`config.mk`:
```
export PLATFORM = sky130hd
export DESIGN_NAME = loop_cnt
export DESIGN_NICKNAME = d
export VERILOG_FILES = /design/src/rtl/loop_cnt_pkg.sv /design/src/rtl/loop_cnt_step.sv /design/src/rtl/loop_cnt.sv
export SDC_FILE = /design/constraint.sdc
export NUM_CORES = 1
export LEC_CHECK = 0
export CAP_MARGIN = 20
export CORE_MARGIN = 1.5
export CORE_UTILIZATION = 42
export CTS_CLUSTER_DIAMETER = 60
export CTS_CLUSTER_SIZE = 25
export DETAILED_ROUTE_END_ITERATION = 8
export GPL_TIMING_DRIVEN = 0
export MAX_ROUTING_LAYER = met4
export PLACE_DENSITY_LB_ADDON = 0.12
export SLEW_MARGIN = 10
export SYNTH_ARGS = -nofsm -noshare
export SYNTH_HDL_FRONTEND = slang
export SYNTH_SLANG_ARGS = --single-unit
export TNS_END_PERCENT = 50
```
`constraint.sdc`:
```
create_clock -name clk -period 5.9 [get_ports clk]
set_input_delay 0.59 -clock clk [delete_from_list [all_inputs] [get_ports clk]]
set_output_delay 0.59 -clock clk [all_outputs]
set_load 0.03 [all_outputs]
```
`src/rtl/loop_cnt_pkg.sv`:
```
// Shared definitions for the loop counter: state encoding used by the control FSM.
package loop_cnt_pkg;

    localparam logic [1:0] ST_IDLE = 2'd0;
    localparam logic [1:0] ST_RUN  = 2'd1;
    localparam logic [1:0] ST_DONE = 2'd2;

    typedef enum logic [1:0] {
        S_IDLE = ST_IDLE,
        S_RUN  = ST_RUN,
        S_DONE = ST_DONE
    } state_t;

endpackage

```
`src/rtl/loop_cnt_step.sv`:
```
// Combinational step/terminal evaluation for loop_cnt: one count step computed
// with a spare top bit so any wrap past 0 or 2**SIZE-1 shows up as terminal.
module loop_cnt_step #(
    parameter int SIZE   = 8,
    parameter int STEP_W = 4
) (
    input  logic [SIZE-1:0]   q,
    input  logic [STEP_W-1:0] step_r,
    input  logic [SIZE-1:0]   lim_r,
    input  logic              dir,
    output logic [SIZE-1:0]   nxt_q,
    output logic              term
);

    logic [SIZE:0] q_x;
    logic [SIZE:0] step_x;
    logic [SIZE:0] lim_x;
    logic [SIZE:0] nxt;

    assign q_x    = {1'b0, q};
    assign step_x = {{(SIZE + 1 - STEP_W){1'b0}}, step_r};
    assign lim_x  = {1'b0, lim_r};

    assign nxt = dir ? (q_x + step_x) : (q_x - step_x);

    // Down: the top bit set means a borrow, which is always terminal.
    assign term  = dir ? (nxt >= lim_x) : (nxt[SIZE] || (nxt <= lim_x));
    assign nxt_q = nxt[SIZE-1:0];

endmodule

```
`src/rtl/loop_cnt.sv`:
```
// Loop counter with start/busy/done handshake, direction, step, clamped terminal
// limit and optional auto-reload for periodic operation.
module loop_cnt
    import loop_cnt_pkg::*;
#(
    parameter int SIZE        = 8,
    parameter int STEP_W      = 4,
    parameter bit AUTO_RELOAD = 1'b0
) (
    input  logic              clk,
    input  logic              rst,
    input  logic              en,
    input  logic              start,
    input  logic              abort,
    input  logic              up,
    input  logic [SIZE-1:0]   d,
    input  logic [SIZE-1:0]   lim,
    input  logic [STEP_W-1:0] step,
    output logic [SIZE-1:0]   q,
    output logic              busy,
    output logic              done
);

    state_t              state_reg, state_next;
    logic [SIZE-1:0]     q_reg, q_next;
    logic                dir_reg;
    logic [SIZE-1:0]     lim_reg;
    logic [STEP_W-1:0]   step_reg;
    logic                load_cfg;
    logic [SIZE-1:0]     nxt_q;
    logic                term;

    loop_cnt_step #(
        .SIZE   (SIZE),
        .STEP_W (STEP_W)
    ) u_step (
        .q      (q_reg),
        .step_r (step_reg),
        .lim_r  (lim_reg),
        .dir    (dir_reg),
        .nxt_q  (nxt_q),
        .term   (term)
    );

    always_ff @(posedge clk or posedge rst) begin
        if (rst) begin
            state_reg <= S_IDLE;
            q_reg     <= '0;
            dir_reg   <= 1'b1;
            lim_reg   <= '0;
            step_reg  <= STEP_W'(1);
        end else begin
            state_reg <= state_next;
            q_reg     <= q_next;
            if (load_cfg) begin
                dir_reg  <= up;
                lim_reg  <= lim;
                step_reg <= (step == '0) ? STEP_W'(1) : step;
            end
        end
    end

    always_comb begin
        state_next = state_reg;
        q_next     = q_reg;
        load_cfg   = 1'b0;
        case (state_reg)
            S_IDLE: begin
                if (start) begin
                    state_next = S_RUN;
                    q_next     = d;
                    load_cfg   = 1'b1;
                end
            end
            S_RUN: begin
                // abort outranks both en and a terminal step
                if (abort) begin
                    state_next = S_IDLE;
                end else if (en) begin
                    if (term) begin
                        q_next     = lim_reg;
                        state_next = S_DONE;
                    end else begin
                        q_next = nxt_q;
                    end
                end
            end
            S_DONE: begin
                if (abort || !AUTO_RELOAD) begin
                    state_next = S_IDLE;
                end else begin
                    state_next = S_RUN;
                    q_next     = d;
                end
            end
            default: begin
                state_next = S_IDLE;
            end
        endcase
    end

    assign q    = q_reg;
    assign busy = (state_reg == S_RUN);
    assign done = (state_reg == S_DONE);

endmodule

```
==> results.sh <==
export IMPL_status="finished clean"
export IMPL_tightestPinTransition_ns=0.898
export IMPL_cts_resized=0
export IMPL_max_freq_mhz=221
export IMPL_cts_setup_buffers=0
export IMPL_yosys_most_used_dff="dfrtp_1"
export IMPL_routed_top_layer="met4"
export IMPL_track_usage=0.211
export IMPL_clkSinkCount=23
export IMPL_grt_max_degree=24
export IMPL_synth_nets=254
export IMPL_route_detailed_drc=0
export IMPL_start_kind="flop"
export IMPL_path_max_fanout=10
export IMPL_first_pass_iters=4
export IMPL_synth_cell_types=43
export IMPL_avgViaCountPerCell=5.37
export IMPL_die_h_um=68.2
export IMPL_clkTransAtPathRegs_ns=0.09
export IMPL_worstSetupPathType="reg2reg"
export IMPL_drt_wl_total_mm=4.30
export IMPL_min_path_type="reg2reg"
export IMPL_root_buffer="clkbuf_8"
export IMPL_grt_pass1_wl_mm=7.18
export IMPL_n_fill_cell=382
export IMPL_core_um2=4030
export IMPL_routedWlPerCell_um=14.4
export IMPL_max_cap_violations=0
export IMPL_ys_top_cells_by_area="dfrtp_1 (29%), ha_1 (13%), o21ai_0 (5.3%), a21oi_1 (5.0%), nand2_1 (5.0%)"
export IMPL_antenna_cells=0
export IMPL_initial_utilization=0.443
export IMPL_clockBufferDepth=2
export IMPL_synth_most_common_cell="nand2_1"
export IMPL_ios=36
export IMPL_required_ns=6.05
export IMPL_place_hpwl_mm=3.34
export IMPL_rr_worst_depth=17
export IMPL_cts_buffers=3
export IMPL_yosysTopAreaCell="dfrtp_1"
export IMPL_synth_cells=209
export IMPL_endpoint_kind="flop"
export IMPL_netlist_area_um2=1780
export IMPL_r2r_end="q[3]$_DFFE_PP0P_"
export IMPL_met1_length_mm=2.11
export IMPL_wl_met3_um=131
export IMPL_finalCriticalPeriod_ns=4.52
export IMPL_yosysWarnings=0
export IMPL_nets=294
export IMPL_timing_hold_violations_final=0
export IMPL_syn_to_final_growth_pct=25.7
export IMPL_ys_ff_latch=23
export IMPL_h_tree_depth=1
export IMPL_layout_drive_gt1_share=0.0806
export IMPL_gp_congestion=0.869
export IMPL_async_flop_share=1.00
export IMPL_postSynthAreaPerCell_um2=8.54
export IMPL_holdPathEnd="step_reg[0]$_DFFE_PP1P_"
export IMPL_synth_top_cell_area_share=0.295
export IMPL_hold_depth=2
export IMPL_die_w_um=68.2
export IMPL_worstPathArrival_ns=4.67
export IMPL_dieArea_um2=4650
export IMPL_vias=1600
export IMPL_row_count=23
export IMPL_grt_pass1_vias=1523
export IMPL_hp_start="step_reg[0]$_DFFE_PP1P_"
export IMPL_antenna_found_initial=0
export IMPL_hold_buffers=0
export IMPL_drtIter0Drc=45
export IMPL_grt_overflow=0
export IMPL_synthTopCellsByCount="nand2_1 (24), dfrtp_1 (21), inv_1 (19), o21ai_0 (19)"
export IMPL_r2r_start="step_reg[2]$_DFFE_PP0P_"
export IMPL_finalClockSkew_ns=0.00792
export IMPL_drv_slew=0
export IMPL_relSlewSlack=0.401
export IMPL_setup_viol=0
export IMPL_tns_ns=0
export IMPL_synth_edf_count=0
export IMPL_cts_tree="done"
export IMPL_dr_wl_met2_mm=2.03
export IMPL_numPortBuffers=35
export IMPL_fin_crit_sh=0.766
export IMPL_r2r_slack_ns=1.38
export IMPL_ant_nets=0
export IMPL_rsz0062_at_grt="no"
export IMPL_synth_seq_area_share=0.324
export IMPL_clkLatencyLatePin_ns=0.27
==> worst max-delay path, stage by stage, from the launching register on <==
cell and delay, ns:
dfrtp_1 0.43, nor3_1 0.25, ha_1 0.28, mux2_2 0.26, ha_1 0.32, o21a_1 0.20, o31a_1 0.17, or4_2 0.56
nand3_1 0.18, ha_1 0.17, nand4_1 0.12, a21oi_1 0.17, nor3_1 0.06, or3_1 0.33, buf_2 0.18, or2_1 0.23
buf_6 0.14, a311o_1 0.34
==> logic make-up after synthesis <==
logic type,after synthesis,share of synthesized area
simple gates,68,0.189
compound gates,60,0.217
buf+inv,27,0.0624
flops,23,0.324
fa+ha+maj,19,0.137
xor+xnor,7,0.0386
mux,5,0.0316
==> layout make-up <==
cell class                      count  area, um2  share of cell area
Clock buffer                        4       45.0              0.0201
Sequential cell                    23        578               0.258
Inverter                           19       71.3              0.0318
Timing Repair Buffer               35        350               0.156
Buffer                              8       40.0              0.0179
Multi-Input combinational cell    159       1090               0.488
Tap cell                           50       62.6              0.0279
==> per-stage QoR <==
step | cells | setup slack, ns | utilization | cell area, um2 | hold WS [ns]
2_1_floorplan | 209 | 1.82 | - | 1780 | 0.491
3_3_place_gp | 294 | 1.48 | 0.545 | 2200 | 0.522
3_5_place_dp | 294 | 1.45 | 0.545 | 2200 | 0.523
4_1_cts | 298 | 1.42 | 0.557 | 2240 | 0.543
5_1_grt | 298 | 1.12 | 0.557 | 2240 | 0.567
6_report | 298 | 1.38 | 0.557 | 2240 | 0.547
==> placed cells by master (no fill, tap or decap), types with 3 or more instances in the layout <==
cell type        count
clkdlybuf4s50_1     35
nand2_1             24
dfrtp_1             21
inv_1               19
o21ai_0             19
a21oi_1             18
ha_1                18
nor2_1              15
nor3_1               7
clkbuf_1             6
xnor2_1              5
o211ai_1             5
mux2_2               5
a311o_1              4
a211oi_1             3
nor4b_1              3
clkbuf_8             3
==> worst max path at each step <==
stage | from | end | cells after the start
2_1_floorplan | step_reg[1]$_DFFE_PP0P_ | q[3]$_DFFE_PP0P_ | 16
3_3_place_gp | step_reg[0]$_DFFE_PP1P_ | q[5]$_DFFE_PP0P_ | 18
3_5_place_dp | step_reg[1]$_DFFE_PP0P_ | q[6]$_DFFE_PP0P_ | 17
4_1_cts | step_reg[1]$_DFFE_PP0P_ | q[3]$_DFFE_PP0P_ | 17
5_1_grt | step_reg[0]$_DFFE_PP1P_ | q[6]$_DFFE_PP0P_ | 18
6_report | step_reg[2]$_DFFE_PP0P_ | q[3]$_DFFE_PP0P_ | 17
==> layer usage <==
metal,GRT usage,up-vias
li1,-,825
met1,0.289,743
met2,0.339,30
met3,0.0247,2
met4,0.0450,0
met5,-,-
Power is not shown: default switching activity piles up to over one toggle a cycle in this logic, so the estimate is an artifact.
